[config.mk]
export PLATFORM = sky130hd
export DESIGN_NAME = jtdd2_subcom
export DESIGN_NICKNAME = d
export VERILOG_FILES = /design/src/rtl/jtdd2_subcom_pkg.sv /design/src/rtl/jtdd2_subcom_fsm.sv /design/src/rtl/jtdd2_subcom.sv
export SDC_FILE = /design/constraint.sdc
export NUM_CORES = 1
export LEC_CHECK = 0
export ABC_AREA = 0
export CORE_ASPECT_RATIO = 1.4
export CORE_MARGIN = 1
export CORE_UTILIZATION = 37
export DETAILED_ROUTE_END_ITERATION = 7
export GPL_TIMING_DRIVEN = 0
export PLACE_DENSITY = 0.89
export SLEW_MARGIN = 20
export SYNTH_ARGS = -nofsm -noshare
export SYNTH_HDL_FRONTEND = slang
export SYNTH_SLANG_ARGS = --single-unit
[constraint.sdc]
create_clock -name clk -period 4.5 [get_ports clk]
set_input_delay 0.675 -clock clk [delete_from_list [all_inputs] [get_ports clk]]
set_output_delay 0.675 -clock clk [all_outputs]
set_load 0.01 [all_outputs]
[src/rtl/jtdd2_subcom_pkg.sv]
// jtdd2_subcom_pkg
// Shared definitions for the main-CPU-side sub-CPU controller:
//   - halt handshake state encoding
//   - control register bit indices
//   - status register bit indices
package jtdd2_subcom_pkg;

    typedef enum logic [1:0] {
        RUN    = 2'd0,
        REQ    = 2'd1,
        HALTED = 2'd2,
        REL    = 2'd3
    } sub_state_t;

    // Control register bits (main CPU write)
    localparam int CTL_HALT = 0;
    localparam int CTL_NMI  = 1;

    // Status register bits: {5'b0, err, main_irq, granted}
    localparam int ST_GRANTED = 0;
    localparam int ST_IRQ     = 1;
    localparam int ST_ERR     = 2;

endpackage

[src/rtl/jtdd2_subcom_fsm.sv]
// jtdd2_subcom_fsm
// Bus-request handshake with the sub CPU.
//   clk, rstn  : clock, synchronous active-low reset
//   halt_req   : main CPU wants the sub bus
//   mcu_ban    : sub bus-acknowledge, active-low (0 = sub halted)
//   mcu_halt   : bus request to the sub (registered, high in REQ/HALTED)
//   granted    : sub bus owned by main (registered, high in HALTED)
//
// Handshake (valid/ready view): mcu_halt is the request; the grant is a
// low mcu_ban seen on two consecutive clocks while requesting. Releasing
// waits for mcu_ban to return high before another request may start.
module jtdd2_subcom_fsm
    import jtdd2_subcom_pkg::*;
(
    input  logic clk,
    input  logic rstn,
    input  logic halt_req,
    input  logic mcu_ban,
    output logic mcu_halt,
    output logic granted
);

    sub_state_t state;
    logic       ban_low;   // mcu_ban was low on the previous clock in REQ

    always_ff @(posedge clk) begin
        if (!rstn) begin
            state    <= RUN;
            ban_low  <= 1'b0;
            mcu_halt <= 1'b0;
            granted  <= 1'b0;
        end else begin
            ban_low <= 1'b0;
            case (state)
                RUN: begin
                    if (halt_req) begin
                        state    <= REQ;
                        mcu_halt <= 1'b1;
                    end
                end
                REQ: begin
                    if (!halt_req) begin
                        state    <= REL;
                        mcu_halt <= 1'b0;
                    end else begin
                        ban_low <= !mcu_ban;
                        // Two consecutive low samples filter a glitchy ack
                        if (!mcu_ban && ban_low) begin
                            state   <= HALTED;
                            granted <= 1'b1;
                        end
                    end
                end
                HALTED: begin
                    if (!halt_req) begin
                        state    <= REL;
                        mcu_halt <= 1'b0;
                        granted  <= 1'b0;
                    end
                end
                REL: begin
                    // A pending halt_req is only acted on from RUN
                    if (mcu_ban) state <= RUN;
                end
                default: begin
                    state    <= RUN;
                    mcu_halt <= 1'b0;
                    granted  <= 1'b0;
                end
            endcase
        end
    end

endmodule

[src/rtl/jtdd2_subcom.sv]
// jtdd2_subcom
// Main-CPU-side controller for the sub CPU: control register (halt
// request, NMI), shared-RAM access gating, and sub-to-main IRQ latch.
// Optional build macro: JTDD2_SUBCOM_TIMEOUT_EN enables a shared-access
// timeout that ends a stalled access and sets a sticky err flag.
//
// Ports:
//   clk, rstn     : clock, synchronous active-low reset
//   cen           : main CPU clock enable (gates ctl_we and timeout)
//   ctl_we        : write strobe to the control register
//   main_dout     : main CPU write data
//   main_rnw      : main CPU read-not-write
//   shared_cs     : main CPU selects the shared-RAM window
//   irq_ack       : write strobe clearing main_irq
//   mcu_ban       : sub bus-acknowledge, active-low
//   mcu_irqmain   : sub request to interrupt main (level)
//   shared_dout   : shared-RAM read data, 1-clk latency
//   mcu_halt      : bus request to the sub
//   mcu_nmi_set   : one-clk NMI trigger to the sub
//   com_cs        : qualified shared-RAM chip select
//   main_wait     : stall for the main CPU
//   main_din      : read data to the main CPU
//   main_irq      : IRQ to the main CPU
//   status        : {5'b0, err, main_irq, granted}
module jtdd2_subcom
    import jtdd2_subcom_pkg::*;
#(
    parameter int TMO_W = 10
) (
    input  logic       clk,
    input  logic       rstn,
    input  logic       cen,
    input  logic       ctl_we,
    input  logic [7:0] main_dout,
    input  logic       main_rnw,
    input  logic       shared_cs,
    input  logic       irq_ack,
    input  logic       mcu_ban,
    input  logic       mcu_irqmain,
    input  logic [7:0] shared_dout,
    output logic       mcu_halt,
    output logic       mcu_nmi_set,
    output logic       com_cs,
    output logic       main_wait,
    output logic [7:0] main_din,
    output logic       main_irq,
    output logic [7:0] status
);

    logic halt_req;
    logic granted;
    logic rd_ph;       // first granted read clock already spent
    logic irq_prev;
    logic err;
    logic tmo_done;
    logic ctl_wr;

    assign ctl_wr = ctl_we & cen;

    jtdd2_subcom_fsm u_fsm (
        .clk      (clk),
        .rstn     (rstn),
        .halt_req (halt_req),
        .mcu_ban  (mcu_ban),
        .mcu_halt (mcu_halt),
        .granted  (granted)
    );

    // Control register, NMI pulse, read phase, IRQ latch
    always_ff @(posedge clk) begin
        if (!rstn) begin
            halt_req    <= 1'b0;
            mcu_nmi_set <= 1'b0;
            rd_ph       <= 1'b0;
            irq_prev    <= 1'b0;
            main_irq    <= 1'b0;
        end else begin
            if (ctl_wr) halt_req <= main_dout[CTL_HALT];
            mcu_nmi_set <= ctl_wr & main_dout[CTL_NMI];

            if (!shared_cs)                 rd_ph <= 1'b0;
            else if (granted && main_rnw)   rd_ph <= 1'b1;

            irq_prev <= mcu_irqmain;
            // A new edge beats a simultaneous acknowledge
            if (mcu_irqmain && !irq_prev) main_irq <= 1'b1;
            else if (irq_ack)             main_irq <= 1'b0;
        end
    end

`ifdef JTDD2_SUBCOM_TIMEOUT_EN
    logic [TMO_W-1:0] tmo_cnt;
    logic             tmo_cond;
    logic             tmo_hit;

    assign tmo_cond = shared_cs & ~granted;
    assign tmo_done = &tmo_cnt;
    // Counter is about to saturate on this cen tick
    assign tmo_hit  = tmo_cond & cen & (tmo_cnt == {{(TMO_W-1){1'b1}}, 1'b0});

    always_ff @(posedge clk) begin
        if (!rstn) begin
            tmo_cnt <= '0;
            err     <= 1'b0;
        end else begin
            if (!tmo_cond)             tmo_cnt <= '0;
            else if (cen && !tmo_done) tmo_cnt <= tmo_cnt + 1'b1;

            if (tmo_hit)     err <= 1'b1;
            else if (ctl_wr) err <= 1'b0;
        end
    end
`else
    logic [TMO_W-1:0] tmo_cnt;
    assign tmo_cnt  = '0;
    assign tmo_done = &tmo_cnt;
    assign err      = 1'b0;
`endif

    // Shared-RAM access gating
    always_comb begin
        com_cs    = 1'b0;
        main_wait = 1'b0;
        main_din  = 8'hFF;
        if (rstn && shared_cs) begin
            if (!granted) begin
                main_wait = !tmo_done;
            end else begin
                com_cs = 1'b1;
                if (main_rnw) begin
                    // Shared RAM has one clock of read latency
                    if (!rd_ph) main_wait = 1'b1;
                    else        main_din  = shared_dout;
                end
            end
        end
    end

    always_comb begin
        status             = 8'h00;
        status[ST_GRANTED] = granted;
        status[ST_IRQ]     = main_irq;
        status[ST_ERR]     = err;
    end

    logic unused_bits;
    assign unused_bits = &{1'b0, main_dout[7:2]};

endmodule

# After elaboration in Yosys (flattened, before gate mapping)
# Cells that the tools add are included.
[op_classes]
bitwise_logic = 2
muxes = 24
n_eq_ne = 10
n_reduce_logical = 16
[ops]
columns = ["op", "count"]
rows = [
  ["8-bit 2-to-1 mux", 4],
  ["1-bit 2-to-1 mux", 12],
  ["2-bit 2-to-1 mux", 5],
  ["2-bit inequality test, second input constant", 5],
  ["2-bit one-hot mux with 4 select lines", 1],
  ["4-bit AND reduction", 2],
  ["3-bit AND reduction", 2],
  ["2-bit nonzero test", 3],
  ["2-bit equality test, second input constant", 2],
  ["1-bit logical AND", 4],
  ["1-bit one-hot mux with 2 select lines", 2],
  ["3-bit by 2-bit inequality test with 1-bit output, second input constant", 1],
  ["1-bit bitwise AND", 2],
  ["2-bit by 1-bit equality test with 1-bit output, second input constant", 1],
  ["1-bit zero test", 2],
  ["2-bit zero test", 1],
  ["2-bit by 1-bit inequality test with 1-bit output, second input constant", 1],
  ["2-bit AND reduction", 1],
  ["2-bit OR reduction", 1],
]
[totals]
regBits = 10
wordCells = 61

# Logic depth before layout (Yosys ltp)
# Gate-level depths: netlist (run 1).
[depth]
word_depth = 5
mapped_depth = 6
ltp_nobuf = 6

# Modules after synthesis
# Synthesis (run 1) repeated with hierarchy kept, for this count alone.
[hier_totals]
cells_unflattened = 79
hier_area_um2 = 706.9
[modules_own_cells]
columns = ["mod", "n_inst", "cells_per_inst", "area_each_um2", "seq_area_each_um2"]
rows = [
  ["jtdd2_subcom_fsm", 1, 38, 376.6, 100.1],
  ["jtdd2_subcom", 1, 41, 330.3, 100.1],
]

# Worst setup path before layout (run 1)
# Ideal clock, no wire load.
[synth_path]
kind = "in2out"
start = "in rstn"
end = "out main_din[0]"
t_arrival_ns = 1.200
slack_ns = 2.625
required_ns = 3.825
path_buffers = 0
cell_stages = 2
cell_sequence = "nand2_1 or3_1"
[synth_via]
elab_chain_cells = 2
[synth_rtl]
columns = ["element", "line_no", "text"]
rows = [
  ["from (decl)", "jtdd2_subcom.sv:31", "input logic rstn,"],
  ["1-bit logical AND", "jtdd2_subcom.sv:125", "if (rstn && shared_cs) begin"],
  ["8-bit 2-to-1 mux", "jtdd2_subcom.sv:125", ""],
  ["to (decl)", "jtdd2_subcom.sv:45", "output logic [7:0] main_din,"],
]
# No other way between the ends.

# Worst setup path in the final report (run 1)
[layout_path]
start = "in rstn"
end = "out main_din[6]"
# The elaborated chain is that of the path after synthesis.

==> results of run 1 <==
==> tightest hold or removal path, cell delays in order, from the launching register on <==
cell and delay (ns):
dfxtp_1 0.34, a21oi_1 0.05, nor2_1 0.08
==> kinds of logic after synthesis <==
group | after synthesis | share of synthesized area
adders and majority gates | 7 | 0.130
and+or+nand+nor | 29 | 0.247
AOI/OAI and AO/OA | 12 | 0.128
DFF | 10 | 0.297
buffers and inverters | 14 | 0.134
other | 1 | 0.00556
muxes | 3 | 0.0594
==> worst max-delay path by stage <==
stage               start          end  slack (ns)  depth (start not counted)
floorplan            rstn  main_din[0]        2.62                          2
global placement     rstn  main_din[3]        1.51                          4
detailed placement   rstn  main_din[3]        1.48                          4
CTS                  rstn  main_din[3]        1.48                          4
global route         rstn  main_din[2]        1.39                          4
finish               rstn  main_din[6]        1.50                          4
==> state kept, by name, summed over array words and instances, names as in the netlist <==
signal,count
main_irq,1
mcu_nmi_set,1
halt_req,1
u_fsm.ban_low,1
u_fsm.mcu_halt,1
irq_prev,1
u_fsm.granted,1
rd_ph,1
u_fsm.state,2
==> through the flow <==
step                      worst slack, ns  std cells
after floorplan                      2.62         81
after global placement               1.51        133
after detailed placement             1.48        133
after CTS                            1.48        137
after global routing                 1.39        137
final                                1.50        137
==> cell usage in the layout, fill, tap and decap left out, drive strengths merged, types with 2 or more instances in the layout <==
cell           Yosys  final
nand3              2      2
nor2               7      7
ha                 7      7
o21ai              2      2
clkbuf             0      4
inv                5      5
conb               1      6
a21oi              4      4
or3                8      8
buf                9      9
clkdlybuf4s50      0     33
nand2              4      4
nand2b             2      2
dfxtp             10     10
a211oi             3      3
mux2               2      2
==> routing by layer <==
metal  up-vias  global-route usage
met5         -                   0
met4         0              0.0714
met3         0              0.0553
met2        34               0.305
met1       294               0.146
li1        327                   -
==> power groups by stage <==
| stage | Sequential (mW) | Combinational (mW) | Clock (mW) |
|---|---|---|---|
| floorplan | 0.126 | 0.133 | 0 |
| global placement | 0.126 | 0.185 | 0 |
| detailed placement | 0.128 | 0.192 | 0 |
| CTS | 0.126 | 0.192 | 0.0825 |
| global route | 0.129 | 0.214 | 0.0880 |
| finish | 0.126 | 0.191 | 0.0804 |
==> area by class of cell <==
type                    count  area (µm²)  share of cell area
flip-flops and latches     10         200               0.185
multi-input cells          57         403               0.372
clock buffers               4        36.3              0.0335
repair buffers             33         330               0.305
well taps                  19        23.8              0.0219
inverters                   5        18.8              0.0173
plain buffers               9        71.3              0.0658
==> results.tsv, run 1 <==
metric	value	unit
beginning of the worst hold path	rd_ph	
FF-to-FF setup slack	2.71	ns
RR Startpoint	u_fsm.state[0]	
Layout Utilization	0.662	
DRC Markers	0	
GRT Overall Usage	0.162	
total internal power	262	µW
vias in the first global route	615	
met3 WL	183	µm
# IOs	46	
Longest Clk Path Bufs	2	
Final Wtd Congestion	0.685	
clock buffer count from CTS	3	
Rows	17	
overall power	397	µW
static leakage	0.461	nW
CP peak stage delay	0.57	ns
Layout fillers	150	
DR vias/cell	4.78	
register area share after synthesis	0.297	
FMAX	333	MHz
Hold WS	0.498	ns
htree depth	1	
clk_skew	0.00331	ns
die width	38.1	µm
DR top layer	met3	
synth top area cells	dfxtp_1, ha_1, buf_4	
Mapped Area	674	µm²
sw power	135	µW
clk sinks	10	
commonest cells in the netlist	dfxtp_1, buf_4, or3_1	
EDFF count, synth	0	
Hold Fails Final Rpt	0	
Finished Cell Area	0.00108	mm²
worst r2r path cells	6	
cts repair resizes	0	
DRC marker count from the first detailed-route iteration	6	
hold path depth	2	
status	complete, no violations	
Antenna Nets Post-Route	0	
Crit path required time	3.83	ns
ys flop type	dfxtp_1	
crit-path leading delay family	buffers and inverters	
syn avg cell area	8.87	µm²
post-synth cell types	27	
switch share	0.340	
met2 wire len	760	µm
CP Cell Sequence	clkdlybuf4s50_1 -> nand2_1 -> or3_1 -> clkdlybuf4s50_1	
critical path class	input pin to primary output	
Root Driver	clkbuf_4	
Clk pin slew, worst setup/hold paths	0.06	ns
first-pass iteration count of the detailed router	2	
# nets final	151	
Synth-to-Final Area Change	60.7	%
Mapped Cells	76	
number of synthesized register bits	10	
top-count cell post-synth	dfxtp_1	
max cap viols	0	
startpoint types	input pin	
Vias	655	
top-area cell type share of the netlist area	0.297	
reg-to-reg endpoint	u_fsm.state[0]	
combinational power share	0.482	
Synth warnings	0	
worst path buffer plus inverter count	2	
# setup viols final	0	
RSZ-0062 raised after global routing	false	
Sequential Power Share	0.316	
Die Area	0.00200	mm²
WL per Instance	11.0	µm
HPWL after detailed placement	1.24	mm
chip height	52.5	µm
cts hold-fix bufs	0	
Post-Route WL	1.51	mm
slowest CP cell	clkdlybuf4s50_1	
layout cell share with drive strength beyond 1	0.169	
Crit. End Element	primary output	
Starting Density	0.412	
worst path arrival time	2.33	ns
initial antenna violation count	0	
CP Max Fanout	10	
Final period util	0.667	
peak supply drop	0.000267	V
I/O Buffers	33	
largest net degree at the start of global routing	11	
clock power share	0.202	
asr flop ratio synth	0	
total negative slack	0	ns
Tmin final	3.00	ns
most used cell, CP	clkdlybuf4s50_1	
Slew Limit Fails	0	
PwrDens	367	mW/mm²
diodes inserted	0	
leading area contributor after synthesis	dfxtp_1	
Core Region	0.00164	mm²
Hold Path End	rd_ph	
worst hold path class	flip-flop to flip-flop	
global-route wire length before repair	2.37	mm
post-CTS setup buffers	0	
GRT overflow	0	
Placement Cell Area	0.00105	mm²
met1 WL	561	µm
Clock Latency Late Sink	0.26	ns
CTS tree	built	
(Power assumes the default switching activity.)
==> run 2: changes to the inputs <==
CORE_UTILIZATION = 34   (was 37)
PLACE_DENSITY = 0.84   (was 0.89)
clock period = 3.1 ns   (was 4.5 ns; I/O delays follow)
==> run 2 against run 1 <==
Net effect:
- flip-flop and latch count stayed put
- global-route usage rose by 0.39 points
- die area increased by 8.4%
- count of clock-buffer cells in the layout is 1 lower
- final cell count did not move
- non-clock buffer count unchanged
- power is 39% higher
- core utilization down 7.4 points
- sequential power rose by 47%
- clock power grew 11%
- largest cell class unchanged
- first-iteration DRC count down 50%
==> results.tsv, run 2 (same netlist as run 1, synthesis figures left out) <==
metric	value	unit	change
Rows	18		+1
# setup viols final	0		unchanged
vias in the first global route	632		+2.8%
initial antenna violation count	0		unchanged
critical path class	input pin to primary output		
FMAX	388	MHz	
Synth-to-Final Area Change	58.8	%	
WL per Instance	11.2	µm	+2.1%
largest net degree at the start of global routing	11		unchanged
# nets final	151		unchanged
Reg with most FFs	u_fsm.state		
chip height	54.7	µm	+4.2%
most common cell after layout, fill and taps aside	clkdlybuf4s50_1		
post-CTS setup buffers	0		unchanged
Post-Route WL	1.54	mm	+2.1%
overall power	552	µW	+39%
first-pass iteration count of the detailed router	4		+2
CP Max Fanout	10		unchanged
Die Area	0.00217	mm²	+8.4%
Placement Cell Area	0.00105	mm²	+0.12%
Clock Latency Late Sink	0.27	ns	about the same
peak supply drop	0.000278	V	+4.3%
Crit path required time	2.63	ns	-1.20 ns
Slew Limit Fails	0		unchanged
Vias	653		-0.31%
max reg flops	2		unchanged
cts hold-fix bufs	0		unchanged
clk_skew	0.00180	ns	-0.00152 ns
global-route wire length before repair	2.42	mm	+2.0%
DRC Markers	0		unchanged
diodes inserted	0		unchanged
htree depth	1		unchanged
Final Wtd Congestion	0.830		+21%
layout cell share with drive strength beyond 1	0.162		-0.00710
Non-Filler Instances	137		unchanged
startpoint types	input pin		
Finished Cell Area	0.00107	mm²	-1.2%
DRC marker count from the first detailed-route iteration	3		-3
Layout fillers	159		+6.0%
PwrDens	515	mW/mm²	+41%
Layout Utilization	0.587		-0.0745
Clk pin slew, worst setup/hold paths	0.06	ns	about the same
total negative slack	0	ns	unchanged
Cells after DPL	134		+0.75%
most frequent cells in the layout	clkdlybuf4s50_1, dfxtp_1, or3_1, buf_4		
HPWL after detailed placement	1.32	mm	+6.0%
max cap viols	0		unchanged
GRT overflow	0		unchanged
Core Region	0.00182	mm²	+11%
Hold Fails Final Rpt	0		unchanged
worst hold path class	flip-flop to flip-flop		
Crit. End Element	primary output		
cts repair resizes	0		unchanged
FF-to-FF setup slack	1.28	ns	-1.43 ns
clk sinks	10		unchanged
Longest Clk Path Bufs	2		unchanged
static leakage	0.454	nW	-1.6%
# IOs	46		unchanged
DR vias/cell	4.77		-0.31%
GRT Overall Usage	0.166		+0.00390
I/O Buffers	33		unchanged
Tmin final	2.58	ns	
worst path arrival time	2.11	ns	-0.22 ns
RSZ-0062 raised after global routing	false		
clock buffer count from CTS	3		unchanged
CTS tree	built		
status	complete, no violations		
Root Driver	clkbuf_4		
die width	39.6	µm	+4.1%
Starting Density	0.370		-0.0421
Antenna Nets Post-Route	0		unchanged
Final period util	0.831		
[run 2: worst paths after layout]
check	start	end	cells past startpoint
worst min register to register	rd_ph	rd_ph	2
worst min-delay path	rd_ph	rd_ph	2
worst max-delay path	rstn	main_din[0]	4
worst max register to register	u_fsm.state[0]	u_fsm.state[0]	6
[run 2: metal layers]
layer | vias up | global-route usage | wire, µm
met2 | 34 | 0.347 | 829
met1 | 287 | 0.124 | 487
met4 | 0 | 0.0690 | 31
li1 | 328 | - | -
met5 | - | 0 | 0
met3 | 4 | 0.0528 | 188
[run 2: critical path, stage by stage]
cell,delay (ns)
clkdlybuf4s50_1,0.56
nand2_1,0.20
or3_1,0.39
clkdlybuf4s50_1,0.48
[run 2: cell type report]
cell class	instances	area (µm²)	share of cell area
multi-input cells	57	403	0.376
repair buffers	33	330	0.308
flip-flops and latches	10	200	0.187
plain buffers	9	71.3	0.0666
well taps	20	25.0	0.0234
clock buffers	3	22.5	0.0210
inverters	5	18.8	0.0175
[run 2: metrics by stage]
step	hold slack [ns]	setup slack, ns
2_1_floorplan	0.449	1.44
3_3_place_gp	0.463	0.500
3_5_place_dp	0.489	0.500
4_1_cts	0.504	0.498
5_1_grt	0.553	0.417
6_report	0.495	0.524
[run 2: report_power, final]
group	switching (mW)	internal, mW
sequential	0.0303	0.154
combinational	0.123	0.154
clock	0.0447	0.0449
total	0.198	0.354
==> run 3: changes to the inputs <==
CORE_UTILIZATION = 31   (was 34)
PLACE_DENSITY = 0.81   (was 0.84)
clock period = 2.3 ns   (was 3.1 ns; I/O delays follow)
==> run 3 against run 2 <==
Net effect:
- global-route usage fell by 2.6 points
- worst setup slack got worse by 0.44 ns
- count of clock-buffer cells in the layout did not move
- clock skew fell by 0.0012 ns
- core utilization fell by 5.0 points
- power rose by 34%
- routed wire length fell by 2.0%
- flip-flop and latch count did not move
- combinational power rose by 34%
- critical path depth did not move
- critical path type unchanged
- largest cell class unchanged
==> results.tsv, run 3 (same netlist as run 1, synthesis figures left out) <==
metric	value	unit	change
Layout fillers	182		+14%
# IOs	46		unchanged
htree depth	1		unchanged
startpoint types	input pin		
RSZ-0062 raised after global routing	false		
worst hold path class	flip-flop to flip-flop		
GRT Overall Usage	0.139		-0.0263
Final Wtd Congestion	0.741		-11%
GRT overflow	0		unchanged
total negative slack	0	ns	unchanged
Core Region	0.00200	mm²	+9.5%
post-CTS setup buffers	0		unchanged
clock buffer count from CTS	3		unchanged
worst path arrival time	1.87	ns	-0.24 ns
Starting Density	0.338		-0.0320
Longest Clk Path Bufs	2		unchanged
Reg with most FFs	u_fsm.state		
dpl ws	-0.0700	ns	-0.570 ns
Tmin final	2.22	ns	
WL per Instance	10.9	µm	-2.7%
status	complete, no violations		
FMAX	451	MHz	
CP Max Fanout	8		-2
chip height	57.2	µm	+4.6%
max reg flops	2		unchanged
FF-to-FF setup slack	0.50	ns	-0.78 ns
CTS tree	built		
# setup viols final	0		unchanged
Crit path required time	1.96	ns	-0.67 ns
first-pass iteration count of the detailed router	2		-2
hold path depth	2		unchanged
worst r2r path cells	6		unchanged
largest net degree at the start of global routing	11		unchanged
Hold Path End	rd_ph		
Root Driver	clkbuf_4		
Rows	19		+1
Antenna Nets Post-Route	0		unchanged
die width	41.4	µm	+4.5%
PwrDens	691	mW/mm²	+34%
peak supply drop	0.000372	V	+34%
beginning of the worst hold path	rd_ph		
reg-to-reg endpoint	u_fsm.state[0]		
static leakage	0.455	nW	+0.37%
cts hold-fix bufs	0		unchanged
clk_skew	0.000612	ns	-0.00119 ns
max cap viols	0		unchanged
Crit. End Element	primary output		
most common cell after layout, fill and taps aside	clkdlybuf4s50_1		
HPWL after detailed placement	1.25	mm	-4.9%
DRC Markers	0		unchanged
Synth-to-Final Area Change	59.2	%	
Hold Fails Final Rpt	0		unchanged
Clk pin slew, worst setup/hold paths	0.06	ns	about the same
layout cell share with drive strength beyond 1	0.171		+0.00855
Die Area	0.00237	mm²	+9.2%
Post-Route WL	1.51	mm	-2.0%
Slew Limit Fails	0		unchanged
most frequent cells in the layout	clkdlybuf4s50_1, dfxtp_1, or3_1, buf_4		
RR Startpoint	u_fsm.state[0]		
clk sinks	10		unchanged
Placement Cell Area	0.00105	mm²	+0.12%
I/O Buffers	33		unchanged
setup slack after layout	0.0813	ns	-0.443 ns
Layout Utilization	0.538		-0.0495
vias in the first global route	633		+0.16%
critical path class	input pin to primary output		
Clock Latency Late Sink	0.27	ns	about the same
Final period util	0.965		
global-route wire length before repair	2.59	mm	+7.1%
Vias	647		-0.92%
overall power	742	µW	+34%
DRC marker count from the first detailed-route iteration	1		-2
initial antenna violation count	0		unchanged
# nets final	151		unchanged
diodes inserted	0		unchanged
DR vias/cell	4.69		-1.6%
Finished Cell Area	0.00107	mm²	+0.23%
run 3: stage by stage:
stage                     cells  hold slack (ns)
after global routing        138            0.545
after detailed placement    135            0.493
after floorplan              81            0.449
after CTS                   138            0.509
final                       138            0.512
after global placement      135            0.467
run 3: where the power goes:
part           switching [mW]  internal, mW
combinational           0.165         0.207
clock                  0.0612        0.0606
sequential             0.0399         0.208
total                   0.266         0.476
run 3: worst max-delay path, cell delays in order:
cell and delay, ns:
clkdlybuf4s50_1 0.51, nand3_1 0.18, or3_1 0.35, clkdlybuf4s50_1 0.49
run 3: layer usage:
layer  part of all wire  global-route usage  up-vias  wire (µm)
met4              0.034              0.0968        0         51
met3              0.095              0.0475        5        143
met5                  0                   0        -          0
met2               0.49               0.237       36        737
li1                   -                   -      328          -
met1               0.38               0.141      278        574
run 3: layout make-up:
type,instances,area (µm²),area share
clock buffers,3,22.5,0.0210
inverters,5,18.8,0.0175
repair buffers,33,329,0.307
well taps,21,26.3,0.0245
plain buffers,9,71.3,0.0664
multi-input cells,57,405,0.378
flip-flops and latches,10,200,0.186
run 3: how the worst max path moves through the flow:
stage                     cells past startpoint            from              to  slack, ns
after floorplan                               6  u_fsm.state[0]  u_fsm.state[0]       0.64
after global placement                        4            rstn     main_din[2]      -0.04
after detailed placement                      4            rstn     main_din[2]      -0.07
after CTS                                     4        main_rnw     main_din[2]       0.07
after global routing                          4        main_rnw     main_din[0]      0.006
final                                         4        main_rnw     main_din[1]       0.08
run 3: what timing repair did:
item                                    4_1_cts  5_1_grt
resized for setup                             2        0
endpoints found under the setup margin        8        0
hold endpoints to repair                      0        0
